## src/rtl/uart_pkg.sv

```systemverilog
// Shared types and constants for the UART receiver.
// Optional even parity is compiled in with the UART_RX_PARITY_EN macro.
package uart_pkg;

  typedef enum logic [2:0] {
    ST_IDLE,
    ST_START,
    ST_DATA,
    ST_PARITY,
    ST_STOP
  } uart_state_e;

  localparam int   DATA_BITS = 8;
  localparam logic LINE_IDLE = 1'b1;

  // Even parity holds when data plus parity bit carry an even number of ones.
  function automatic logic even_parity_ok(input logic [DATA_BITS-1:0] data,
                                          input logic                 par);
    return ~(^{data, par});
  endfunction

endpackage

```

## src/rtl/uart_rx_sync.sv

```systemverilog
// Two-flop synchronizer for the asynchronous serial line.
// Both flops reset to the idle line level so reset never looks like a start bit.
module uart_rx_sync
  import uart_pkg::*;
(
  input  logic clk,
  input  logic rst,
  input  logic i_async,
  output logic o_sync
);

  logic r_meta;
  logic r_sync;

  // NOTE: non-blocking assignments make r_sync take r_meta's old value, giving two real stages.
  always_ff @(posedge clk) begin
    if (rst) begin
      r_meta <= LINE_IDLE;
      r_sync <= LINE_IDLE;
    end else begin
      r_meta <= i_async;
      r_sync <= r_meta;
    end
  end

  assign o_sync = r_sync;

endmodule

```

## src/rtl/uart_rx.sv

```systemverilog
// UART receiver: 8 data bits MSB first, one stop bit, mid-bit sampling.
// Define UART_RX_PARITY_EN to receive and check an even parity bit after the data.
module uart_rx
  import uart_pkg::*;
#(
  parameter int CLKS_PER_BIT = 16
) (
  input  logic                 clk,
  input  logic                 rst,
  input  logic                 uartrx,
  output logic [DATA_BITS-1:0] rx_data,
  output logic                 rx_valid,
  output logic                 rx_busy,
  output logic                 frame_err,
  output logic                 parity_err
);

  localparam int                BAUD_W    = $clog2(CLKS_PER_BIT);
  localparam logic [BAUD_W-1:0] BAUD_FULL = BAUD_W'(CLKS_PER_BIT - 1);
  localparam logic [BAUD_W-1:0] BAUD_HALF = BAUD_W'(CLKS_PER_BIT / 2 - 1);
  localparam int                BIT_W     = $clog2(DATA_BITS);
  localparam logic [BIT_W-1:0]  BIT_LAST  = BIT_W'(DATA_BITS - 1);

  logic w_rx;

  uart_rx_sync u_sync (
    .clk    (clk),
    .rst    (rst),
    .i_async(uartrx),
    .o_sync (w_rx)
  );

  uart_state_e          r_state,   w_state_next;
  logic [BAUD_W-1:0]    r_baud,    w_baud_next;
  logic [BIT_W-1:0]     r_bit_cnt, w_bit_next;
  logic [DATA_BITS-1:0] r_shift,   w_shift_next;
  logic [DATA_BITS-1:0] r_data,    w_data_next;
  logic                 r_valid,   w_valid_next;
  logic                 r_ferr,    w_ferr_next;
  logic                 r_perr,    w_perr_next;
  logic                 r_busy,    w_busy_next;
  logic                 w_par_ok;

`ifdef UART_RX_PARITY_EN
  logic r_par, w_par_next;
  assign w_par_ok = even_parity_ok(r_shift, r_par);
`else
  assign w_par_ok = 1'b1;
`endif

  always_ff @(posedge clk) begin
    if (rst) begin
      r_state   <= ST_IDLE;
      r_baud    <= '0;
      r_bit_cnt <= '0;
      r_shift   <= '0;
      r_data    <= '0;
      r_valid   <= 1'b0;
      r_ferr    <= 1'b0;
      r_perr    <= 1'b0;
      r_busy    <= 1'b0;
`ifdef UART_RX_PARITY_EN
      r_par     <= 1'b0;
`endif
    end else begin
      r_state   <= w_state_next;
      r_baud    <= w_baud_next;
      r_bit_cnt <= w_bit_next;
      r_shift   <= w_shift_next;
      r_data    <= w_data_next;
      r_valid   <= w_valid_next;
      r_ferr    <= w_ferr_next;
      r_perr    <= w_perr_next;
      r_busy    <= w_busy_next;
`ifdef UART_RX_PARITY_EN
      r_par     <= w_par_next;
`endif
    end
  end

  always_comb begin
    // NOTE: every next value is defaulted first so no branch can leave one unassigned and infer a latch.
    w_state_next = r_state;
    w_baud_next  = r_baud;
    w_bit_next   = r_bit_cnt;
    w_shift_next = r_shift;
    w_data_next  = r_data;
    w_valid_next = 1'b0;
    w_ferr_next  = 1'b0;
    w_perr_next  = 1'b0;
    w_busy_next  = r_busy;
`ifdef UART_RX_PARITY_EN
    w_par_next   = r_par;
`endif

    case (r_state)
      ST_IDLE: begin
        // A line held low after a bad frame is simply taken as the next start bit.
        if (w_rx != LINE_IDLE) begin
          w_state_next = ST_START;
          w_baud_next  = '0;
          w_bit_next   = '0;
          w_busy_next  = 1'b1;
        end
      end

      ST_START: begin
        if (r_baud == BAUD_HALF) begin
          w_baud_next = '0;
          if (w_rx != LINE_IDLE) begin
            w_state_next = ST_DATA;
          end else begin
            w_state_next = ST_IDLE;
            w_busy_next  = 1'b0;
          end
        end else begin
          w_baud_next = r_baud + BAUD_W'(1);
        end
      end

      ST_DATA: begin
        if (r_baud == BAUD_FULL) begin
          w_baud_next  = '0;
          w_shift_next = {r_shift[DATA_BITS-2:0], w_rx};
          if (r_bit_cnt == BIT_LAST) begin
`ifdef UART_RX_PARITY_EN
            w_state_next = ST_PARITY;
`else
            w_state_next = ST_STOP;
`endif
          end else begin
            w_bit_next = r_bit_cnt + BIT_W'(1);
          end
        end else begin
          w_baud_next = r_baud + BAUD_W'(1);
        end
      end

`ifdef UART_RX_PARITY_EN
      ST_PARITY: begin
        if (r_baud == BAUD_FULL) begin
          w_baud_next  = '0;
          w_par_next   = w_rx;
          w_state_next = ST_STOP;
        end else begin
          w_baud_next = r_baud + BAUD_W'(1);
        end
      end
`endif

      ST_STOP: begin
        if (r_baud == BAUD_FULL) begin
          w_baud_next  = '0;
          w_state_next = ST_IDLE;
          w_busy_next  = 1'b0;
          // A bad stop bit outranks a parity mismatch; either one keeps the old byte.
          if (w_rx != LINE_IDLE) begin
            w_ferr_next = 1'b1;
          end else if (!w_par_ok) begin
            w_perr_next = 1'b1;
          end else begin
            w_data_next  = r_shift;
            w_valid_next = 1'b1;
          end
        end else begin
          w_baud_next = r_baud + BAUD_W'(1);
        end
      end

      default: begin
        w_state_next = ST_IDLE;
        w_busy_next  = 1'b0;
      end
    endcase
  end

  assign rx_data    = r_data;
  assign rx_valid   = r_valid;
  assign rx_busy    = r_busy;
  assign frame_err  = r_ferr;
  assign parity_err = r_perr;

endmodule
```

## config.mk

```make
export PLATFORM = sky130hd
export DESIGN_NAME = uart_rx
export DESIGN_NICKNAME = d
export VERILOG_FILES = /design/src/rtl/uart_pkg.sv /design/src/rtl/uart_rx_sync.sv /design/src/rtl/uart_rx.sv
export SDC_FILE = /design/constraint.sdc
export NUM_CORES = 1
export LEC_CHECK = 0
export ABC_AREA = 1
export ABC_CLOCK_PERIOD_IN_PS = 4800
export CORE_MARGIN = 2
export CORE_UTILIZATION = 45
export DETAILED_ROUTE_END_ITERATION = 7
export PLACE_DENSITY = 0.69
export RECOVER_POWER = 50
export SLEW_MARGIN = 30
export SYNTH_ARGS = -nofsm -noshare
export SYNTH_HDL_FRONTEND = slang
export SYNTH_SLANG_ARGS = --single-unit
```

## constraint.sdc

```tcl
create_clock -name clk -period 4.8 [get_ports clk]
set_clock_uncertainty 0.15 [all_clocks]
set_input_delay 0.96 -clock clk [delete_from_list [all_inputs] [get_ports clk]]
set_output_delay 0.96 -clock clk [all_outputs]
set_load 0.01 [all_outputs]
```

**After elaboration in Yosys (flattened, before gate mapping)**

Cells that the tools add are included.

- Register bits after elaboration: 31

- $add $sub $neg: 2
- Eq/ne operators: 13
- Bitwise gates (word level): 3
- Reduce and logical (&&, ||, !) cells: 11
- Mux-type cells: 22

Operators by type and width:

| cell | count |
|---|---|
| 3-bit two-way mux | 8 |
| 4-bit two-way mux | 3 |
| 2-bit inequality test, second input constant | 6 |
| 3-bit one-hot mux with 4 select lines | 1 |
| 4-bit one-hot mux with 3 select lines | 1 |
| 5-bit AND reduction | 2 |
| 3-bit == test, second input constant | 2 |
| 1-bit two-way mux | 6 |
| 3-bit one-hot mux with 2 select lines | 1 |
| 4-bit by 1-bit adder with 4-bit output, second input constant | 1 |
| 4-bit by 3-bit == test with 1-bit output, second input constant | 1 |
| 4-bit == test, second input constant | 1 |
| 1-bit one-hot mux with 4 select lines | 1 |
| 2-bit AND reduction | 2 |
| 4-bit AND reduction | 1 |
| 3-bit by 1-bit adder with 3-bit output, second input constant | 1 |
| 3-bit by 1-bit == test with 1-bit output, second input constant | 1 |
| 3-bit by 2-bit == test with 1-bit output, second input constant | 1 |
| 3-bit logical NOT | 1 |
| 1-bit inverter | 3 |
| 3-bit AND reduction | 1 |
| 3-bit nonzero test | 1 |
| 3-bit OR reduction | 1 |
| 2-bit two-way mux | 1 |
| 3 further kinds | 3 |

**Longest topological paths before layout**

- Word-level depth: 4
- Gate-level depth with buffers: 8

**By module**

Synthesis repeated with hierarchy kept, for this count alone.

- Cell total of the unflattened synthesis: 195
- Area, all modules: 1,412.6 µm²

Modules (own cells, without submodules):

| module | times used | seq. area each (µm²) | cells each | area each (µm²) |
|---|---|---|---|---|
| uart_rx | 1 | 580.6 | 188 | 1,353.8 |
| uart_rx_sync | 1 | 40.0 | 7 | 58.8 |

**Worst setup path before layout**

OpenSTA, ideal clock, no wires.

- Path type: in2reg
- Start: input rst
- End: register r_data[1] (netlist: rx_data[1])
- Setup slack: 3,167 ps
- Arrival: 1,418 ps
- Buffers on the path: 1
- Setup time: 64 ps
- Stages: 4
- Cell sequence: inv_1 > buf_2 > o21ai_0 > nor2_1

RTL lines:

| what | RTL line | source |
|---|---|---|
| from (decl) | uart_rx.sv:9 | `input logic rst,` |
| to (signal assigned) | uart_rx.sv:70 | `r_data <= w_data_next;` |
| to (decl) | uart_rx.sv:37 | `logic [DATA_BITS-1:0] r_data, w_data_next;` |

**Worst setup path in the final report**

- Start: register r_valid (netlist: rx_valid)
- End: output rx_valid

RTL lines:

| what | RTL line | source |
|---|---|---|
| from (decl) | uart_rx.sv:38 | `logic r_valid, w_valid_next;` |
| from (signal assigned) | uart_rx.sv:71 | `r_valid <= w_valid_next;` |
| to (decl) | uart_rx.sv:12 | `output logic rx_valid,` |

No word-level cell between the ends.

==> metrics.cfg <==
[detailed_routing]
vias_per_cell=5.11
drc_errors=0
wl_um=2650
wl_per_cell_um=11.7
ant_nets=0
num_vias=1160
drtPass1Iterations=4
drt_iter0_markers=48

[yosys]
synth_edf_count=0
avgSynthCellArea_um2=7.67
yosys_warnings=0
yosysMostFrequentCell=nor2_1
synthTopCellsByCount=46 x nor2_1, 31 x dfxtp_1, 18 x o21ai_0, 15 x inv_1, 15 x nand3_1
synth_cells=178
async_flop_share_pct=0
synth_flop_cell=dfxtp_1
synth_fp_nets=184
synthTopCellsByArea=dfxtp_1 45%, nor2_1 13%, o21ai_0 6.6%, nand3_1 5.5%, inv_1 4.1%
synth.cell_area_um2=1370
yosys.area.top_type_share_pct=45.5
yosysSeqAreaShare_pct=45.5
synth_cell_types=25
ys_ff_latch=31
synth_top_area_cell=dfxtp_1

[timing]
tns_ns=0
hold_viol=0
drv_slew=0
grt_setup_unrepaired=no
fin_ws_ns=2.46
max_freq_mhz=427
fin_crit_ns=2.34
fin_crit_sh_pct=48.8
setup_viol=0

[worst_setup_path]
crit_fanout=1
endpoint_kind=primary output
cpMaxStageDelayCell=dlygate4sd3_1
required_ns=3.69
cp-start-kind=register
cp_num_buf_inv=1
cp_slowest_stage_delay_ns=0.60
arrival_ns=1.23
crit_type=register to primary output
cpLargestDelayFamily=buffers and inverters
crit_chain=dlygate4sd3_1

[die]
core_um2=2830
dieArea_um2=3490
io_pins=15
start_util_pct=48.3
die_width_um=59.1
die_y_um=59.1
std_cell_rows=19

[cts]
cts_resized=0
cts_setup_buffers=0
clock_latency_ns=0.33
clock_path_buffers=2
cts.clk_slew.worst_paths_ns=0.09
cts-root-buf=clkbuf_4
numClockSinks=31
cts_hold_buffers=0
cts_inserted_buffers=5
htreeDepth=2
cts_tree=yes

[placed_design]
placed_cell_area_um2=1520
gp_congestion=0.846
dp_hpwl_um=1910
pre_cts_ws_ns=2.23
io_buffer_count=13

[pwr]
p_leak_nw=0.717
power_density_nw_per_um2=453
peakVddDrop_mv=0.262

[global_route]
overflow=0
grt_pass1_vias=1046
track_usage_pct=17.1
grt_pass1_wl_um=4440
antenna_found_initial=0
grt_max_degree=20

[cells_and_area]
regArea_um2=621
nFillCells=271
antenna_cells=0
area_delta_synth_final_pct=14.6
final_layout_size_suffix_gt1_share_pct=9.69
multi_input_area_um2=639
finalInstanceArea_um2=1560
finalNetCount=201

[job]
maxCapViolCount=0

[run_status]
status=completed

[hold_path]
hp-class=register to register

-- path summary, 6_finish.rpt --
| check | end | from | cells after the start | slack (ns) |
|---|---|---|---|---|
| worst max register to register | rx_data[2]$_SDFFE_PP0P_ | r_baud[0]$_SDFFE_PP0P_ | 6 | 2.82 |
| worst max-delay path | rx_valid | rx_valid$_SDFF_PP0_ | 1 | 2.46 |
| worst min-delay path | u_sync.o_sync$_SDFF_PP1_ | u_sync.r_meta$_SDFF_PP1_ | 1 | 0.27 |
| worst min register to register | u_sync.o_sync$_SDFF_PP1_ | u_sync.r_meta$_SDFF_PP1_ | 1 | 0.27 |
-- cells in the final DEF (no fill, tap or decap) --
cell type,count
nand3_4,1
ha_1,3
clkbuf_8,2
clkbuf_1,1
nor3_4,1
nand2_1,14
nor2_1,48
nand3_1,16
conb_1,1
inv_4,1
clkbuf_4,5
clkdlybuf4s50_1,11
inv_2,1
inv_1,15
o21ai_0,18
nand4_1,2
a21oi_1,11
nor4_1,1
or2_2,3
xor2_1,1
nand2_2,2
dfxtp_1,31
dlygate4sd3_1,2
xnor2_1,1
nor3_1,1
nor2_4,3
-- layer usage --
metal / part of all wire, % / global-route usage [%] / vias to the layer above
met5: 0 / 0 / -
met4: 1.2 / 6.82 / 0
met3: 3.6 / 6.33 / 6
met2: 47 / 25.7 / 19
met1: 48 / 22.2 / 527
li1: - / - / 608
-- registers in the layout (all words and copies together) (netlist names) --
| register | flops |
|---|---|
| rx_busy | 1 |
| u_sync.r_meta | 1 |
| r_shift | 8 |
| frame_err | 1 |
| rx_data | 8 |
| u_sync.o_sync | 1 |
| r_state | 3 |
| r_bit_cnt | 3 |
| rx_valid | 1 |
| r_baud | 4 |
-- kinds of logic after synthesis --
logic type                 count (synthesis)  synth area share (%)
adders and majority gates                  3                  2.75
and+or+nand+nor                           92                  33.5
AOI/OAI and AO/OA                         29                  10.6
xor gates and xnor gates                   2                  1.28
DFF                                       31                  45.5
other                                      1                 0.275
buffers and inverters                     20                  6.05
-- per-stage QoR --
stage / power, W / hold WS (ns) / cells / util [%]
finish: 0.000708 / 0.269 / 227 / 55.3
global route: 0.000758 / 0.297 / 227 / 55.3
CTS: 0.000720 / 0.277 / 227 / 56.1
detailed placement: 0.000553 / 0.257 / 219 / 53.6
global placement: 0.000546 / 0.244 / 219 / 53.6
floorplan: 0.000501 / 0.239 / 178 / -
-- power breakdown --
| group | leakage [nW] | internal [W] | switching, W |
|---|---|---|---|
| clock network | 0.0386 | 0.0000861 | 0.0000836 |
| logic | 0.428 | 0.0000821 | 0.000154 |
| registers | 0.251 | 0.000279 | 0.0000238 |
-- area by class of cell --
| class | count | share of cell area, % |
|---|---|---|
| multi-input cells | 127 | 40.9 |
| flip-flops and latches | 31 | 39.7 |
| clock buffers | 8 | 4.40 |
| repair buffers | 13 | 8.32 |
| inverters | 17 | 4.24 |
| well taps | 31 | 2.48 |
Power figures use the tool's default switching activity.
==> edit 1 (same settings) <==
Add an input register stage for `uartrx`; this delays it by one clock.
--- a/src/rtl/uart_rx.sv
+++ b/src/rtl/uart_rx.sv
@@ -22,4 +22,10 @@
   localparam logic [BIT_W-1:0]  BIT_LAST  = BIT_W'(DATA_BITS - 1);
 
+  logic uartrx_q;
+
+  always_ff @(posedge clk) begin
+    uartrx_q <= uartrx;
+  end
+
   logic w_rx;
 
@@ -27,5 +33,5 @@
     .clk    (clk),
     .rst    (rst),
-    .i_async(uartrx),
+    .i_async(uartrx_q),
     .o_sync (w_rx)
   );
Check against the original RTL: not equivalent (Yosys sat finds a counterexample within 4 cycles, from zero or initial values and one cycle with rst high).
==> edit 1 against the original RTL <==
  * Total power increased by 0.55%
  * Synthesized area increased by 7.4%
  * Worst setup slack got worse by 0.37 ns
  * Count of clock-buffer cells in the layout decreased by 2
  * Die area increased by 6.9%
  * Cell area increased by 4.2%
  * Critical path depth increased by 7
  * Sequential cell count increased by 1
  * Hold slack got worse by 0.0060 ns
  * Wire length increased by 1.0%
  * Maximum frequency decreased by 14%
  * Non-clock buffer count unchanged
  * Critical path type is now reg -> reg
  * Critical endpoint is now rx_data[5]
  * Combinational power increased by 11%
==> edit 1: results (changes against the original RTL) <==
Parameter                              Value

Drt
  Wire per inst    10.51 um (was 11.69 um)
  Detailed router's first-iteration violation count    35 (was 48)
  Via count    1,229 (was 1,160)
  Routed via count divided by cell count    4.820 (was 5.110)

Clocking
  Clock slew at reported path FFs    0.09 ns (about the same)
  Count of H-tree levels built during CTS    2 (unchanged)
  Clock insertion delay at the later pin of the skew report    between 0.3 and 0.4 ns
  Number of gates resized after cts    0 (unchanged)

Critical path
  Arrival time of data at the critical path endpoint    2.79 ns (was 1.23 ns)
  Register-to-register path setup slack    2.09 ns (was 2.82 ns)
  Reg-to-Reg End    rx_data[5] (was rx_data[2])
  Slowest library cell on the worst path    sky130_fd_sc_hd__clkinvlp_2 (was sky130_fd_sc_hd__dlygate4sd3_1)
  Gate family responsible for the most delay along the worst path    simple AND/OR/NAND/NOR gates (was buffers and inverters)
  Highest cell delay on the worst timing path    0.52 ns (was 0.60 ns)
  Cell count of the worst reg-to-reg path    8 (was 6)
  Worst-path fanout max    9 (was 1)

Global route
  Pin count of the biggest net entering global routing    23 (was 20)
  First-pass GRT wire length    4892 um (was 4436 um)
  Global-route total usage across every layer    17.92% (was 17.09%)
  Number of global-route vias before repair    1,207 (was 1,046)

Status
  Status    complete, no violations (unchanged)

Place
  Number of placed instances with taps included    248 (was 219)
  Global placement routability congestion    0.8923 (was 0.8459)
  Placed Instance Area    1618 sq um (was 1518 sq um)
  Placed wire-length estimate    1984 um (was 1908 um)
  Placement-stage worst setup slack    2.213 ns (was 2.226 ns)

Synthesis
  Synth cell count leaders    sky130_fd_sc_hd__nor2_1 (49), sky130_fd_sc_hd__dfxtp_1 (32), sky130_fd_sc_hd__nand2_1 (23), sky130_fd_sc_hd__inv_1 (20), sky130_fd_sc_hd__o21ai_0 (18) (was sky130_fd_sc_hd__nor2_1 (46), sky130_fd_sc_hd__dfxtp_1 (31), sky130_fd_sc_hd__o21ai_0 (18), sky130_fd_sc_hd__inv_1 (15), sky130_fd_sc_hd__nand3_1 (15))
  Mean Syn Cell Area    7.482 sq um (was 7.669 sq um)
  Count of cell types in the netlist    28 (was 25)
  Sequential element share of the synthesized area    43.69% (was 45.46%)
  Dominant cells by area after synthesis    sky130_fd_sc_hd__dfxtp_1 (44%), sky130_fd_sc_hd__nor2_1 (13%), sky130_fd_sc_hd__o21ai_0 (6.1%) (was sky130_fd_sc_hd__dfxtp_1 (45%), sky130_fd_sc_hd__nor2_1 (13%), sky130_fd_sc_hd__o21ai_0 (6.6%))

Power and ir drop
  Power of the sequential group    0.000311 W (was 0.000302 W)
  Switching power of the nets    0.0002780 W (was 0.0002611 W)
  Worst VDD drop    0.2428 mV (was 0.2615 mV)
  Portion of total power attributed to combinational logic    37.0% (was 33.3%)
  Combinational power    0.000263 W (was 0.000236 W)
  Leakage component of the power    0.7656 nW (was 0.7171 nW)

Final layout
  Count of fill cells added during filler insertion    312 (was 271)
  Fraction of layout instances using a drive strength above 1    9.953% (was 9.694%)
  Nets@finish    217 (was 201)

Worst hold path
  Worst min path class    reg -> reg (unchanged)

STA
  Hold slack final    0.2629 ns (was 0.2689 ns)
==> edit 1: logic make-up (layout without fill, tap and decap cells) <==
kind of cell             after synthesis  in the layout  share of synthesized area [%]
buffers and inverters                 28             43                          8.703
AND/OR/NAND/NOR                      103            103                          34.47
adder cells (fa/ha/maj)                3              3                          2.560
AO/OA/AOI/OAI                         28             28                          9.727
flip-flops                            32             32                          43.69
other                                  1              1                         0.2557
XOR/XNOR                               1              1                         0.5974
==> edit 1: worst max-delay path by stage <==
| stage | from | endpoint | slack (ns) | cells after the start |
|---|---|---|---|---|
| finish | r_baud[0] | rx_data[5] | 2.09 | 8 |
| floorplan | rst | r_shift[7] | 2.94 | 5 |
| global route | r_baud[0] | rx_data[5] | 1.70 | 8 |
| detailed placement | rst | r_shift[3] | 2.21 | 4 |
| global placement | rst | r_shift[0] | 2.28 | 4 |
| CTS | rx_data[3] | rx_data[3] | 2.46 | 1 |
==> edit 1: metal layers <==
metal  global-route usage [%]  vias to the layer above  routed length [um]  part of all wire, %
li1                         -                      649                   -                    -
met1                    19.82                      545                1164                   43
met2                    30.85                       24                1319                   49
met3                    5.042                       11                 102                  3.8
met4                    9.938                        0                  94                  3.5
met5                        0                        -                   0                    0
==> edit 1: layout make-up <==
cell class                      count  area (sq um)  area share (%)
Clock inverter                      1         5.005          0.3070
Inverter                           23         88.84           5.449
Sequential cell                    32         640.6           39.29
Timing Repair Buffer               13         130.1           7.982
Multi-Input combinational cell    136         669.4           41.06
Clock buffer                        6         41.29           2.533
Tap cell                           44         55.05           3.377
==> edit 2 (same settings) <==
Without the edit above. The package constant `DATA_BITS` goes from 8 to 4.
--- a/src/rtl/uart_pkg.sv
+++ b/src/rtl/uart_pkg.sv
@@ -11,5 +11,5 @@
   } uart_state_e;
 
-  localparam int   DATA_BITS = 8;
+  localparam int   DATA_BITS = 4;
   localparam logic LINE_IDLE = 1'b1;
 
Interface: changed (resized rx_data); port bits go from 15 to 11. No check against the original RTL was run, so the function may have changed too.
==> edit 2 against the original RTL <==
  * Worst setup slack better by 0.043 ns
  * Wire length decreased by 28%
  * Global-route usage shrank 0.76 points
  * Cell area down 22%
  * Synthesized area is 23% lower
  * Sequential cell count decreased by 9
  * Largest cell class unchanged
Power is not compared: it rests on default switching activity, and its combinational part moved more than twofold at a synthesized area within 25%.
==> edit 2: results (changes against the original RTL) <==
Parameter                              Value

Place
  Placement-stage worst setup slack    2.397 ns (was 2.226 ns)
  Placed Instance Area    1166 sq um (was 1518 sq um)
  Number of placed instances with taps included    182 (was 219)
  Global placement routability congestion    0.8345 (was 0.8459)
  Placed wire-length estimate    1479 um (was 1908 um)

Drt
  Routed via count divided by cell count    4.989 (was 5.110)

Synthesis
  Synth cell count leaders    sky130_fd_sc_hd__nor2_1 (33), sky130_fd_sc_hd__dfxtp_1 (22), sky130_fd_sc_hd__nand2_1 (22), sky130_fd_sc_hd__inv_1 (16), sky130_fd_sc_hd__o21ai_0 (9) (was sky130_fd_sc_hd__nor2_1 (46), sky130_fd_sc_hd__dfxtp_1 (31), sky130_fd_sc_hd__o21ai_0 (18), sky130_fd_sc_hd__inv_1 (15), sky130_fd_sc_hd__nand3_1 (15))
  Adder-cell area share of the yosys netlist    2.370% (was 2.750%)
  Count of cell types in the netlist    22 (was 25)
  Dominant cells by area after synthesis    sky130_fd_sc_hd__dfxtp_1 (42%), sky130_fd_sc_hd__nor2_1 (12%), sky130_fd_sc_hd__nand2_1 (7.8%) (was sky130_fd_sc_hd__dfxtp_1 (45%), sky130_fd_sc_hd__nor2_1 (13%), sky130_fd_sc_hd__o21ai_0 (6.6%))
  Synthesized-area fraction occupied by xor and xnor cells    0.8294% (was 1.283%)

Global route
  Pin count of the biggest net entering global routing    14 (was 20)
  First-pass GRT wire length    3408 um (was 4436 um)
  Global-route total usage across every layer    16.33% (was 17.09%)

Critical path
  Slowest library cell on the worst path    sky130_fd_sc_hd__clkdlybuf4s50_1 (was sky130_fd_sc_hd__dlygate4sd3_1)
  Highest cell delay on the worst timing path    0.54 ns (was 0.60 ns)
  Arrival time of data at the critical path endpoint    1.19 ns (was 1.23 ns)
  Worst-path fanout max    2 (was 1)

Final layout
  Non-Clock Inverter Count    19 (was 17)
  Multi-input gate count    104 (was 127)
  Multi-input gate area    524.3 sq um (was 639.4 sq um)
  Non-clock buffering overhead in the final layout    7.423% (was 8.320%)
  Non-filler instance count after layout    186 (was 227)
  Register cell area after layout    440.4 sq um (was 620.6 sq um)
  Non-clock buffers    9 (was 13)

Clocking
  Count of H-tree levels built during CTS    1 (was 2)
  Clock insertion delay at the later pin of the skew report    0.30 ns (was 0.33 ns)
  Clock tree sinks    22 (was 31)

Status
  Status    complete, no violations (unchanged)
==> edit 2: changes by cell type after synthesis, sizes merged, moves of 2 or more <==
cell / change
nand3: -6
nand2: +6
inv: +2
nor2: -12
a21oi: -3
dfxtp: -9
o21ai: -8
==> edit 2: final timing paths <==
path	from	endpoint	slack, ns	cells after the start
max	rx_busy	rx_busy	2.50	1
min	u_sync.r_meta	u_sync.o_sync	0.28	1
max reg2reg	r_baud[0]	rx_data[1]	3.01	8
min reg2reg	u_sync.r_meta	u_sync.o_sync	0.28	1
==> edit 2: per-layer routing <==
layer / share of wire (%) / up-vias / global-route usage, %
met2: 48 / 19 / 27.08
met1: 48 / 418 / 20.71
met3: 3.1 / 2 / 3.429
li1: - / 489 / -
met4: 0.84 / 0 / 5.983
met5: 0 / - / 0
==> edit 2: power breakdown <==
part           leakage, nW  switching (W)  internal (W)
clock               0.0279      0.0000559     0.0000844
combinational        0.376      0.0000543     0.0000350
sequential           0.179      0.0000127      0.000196
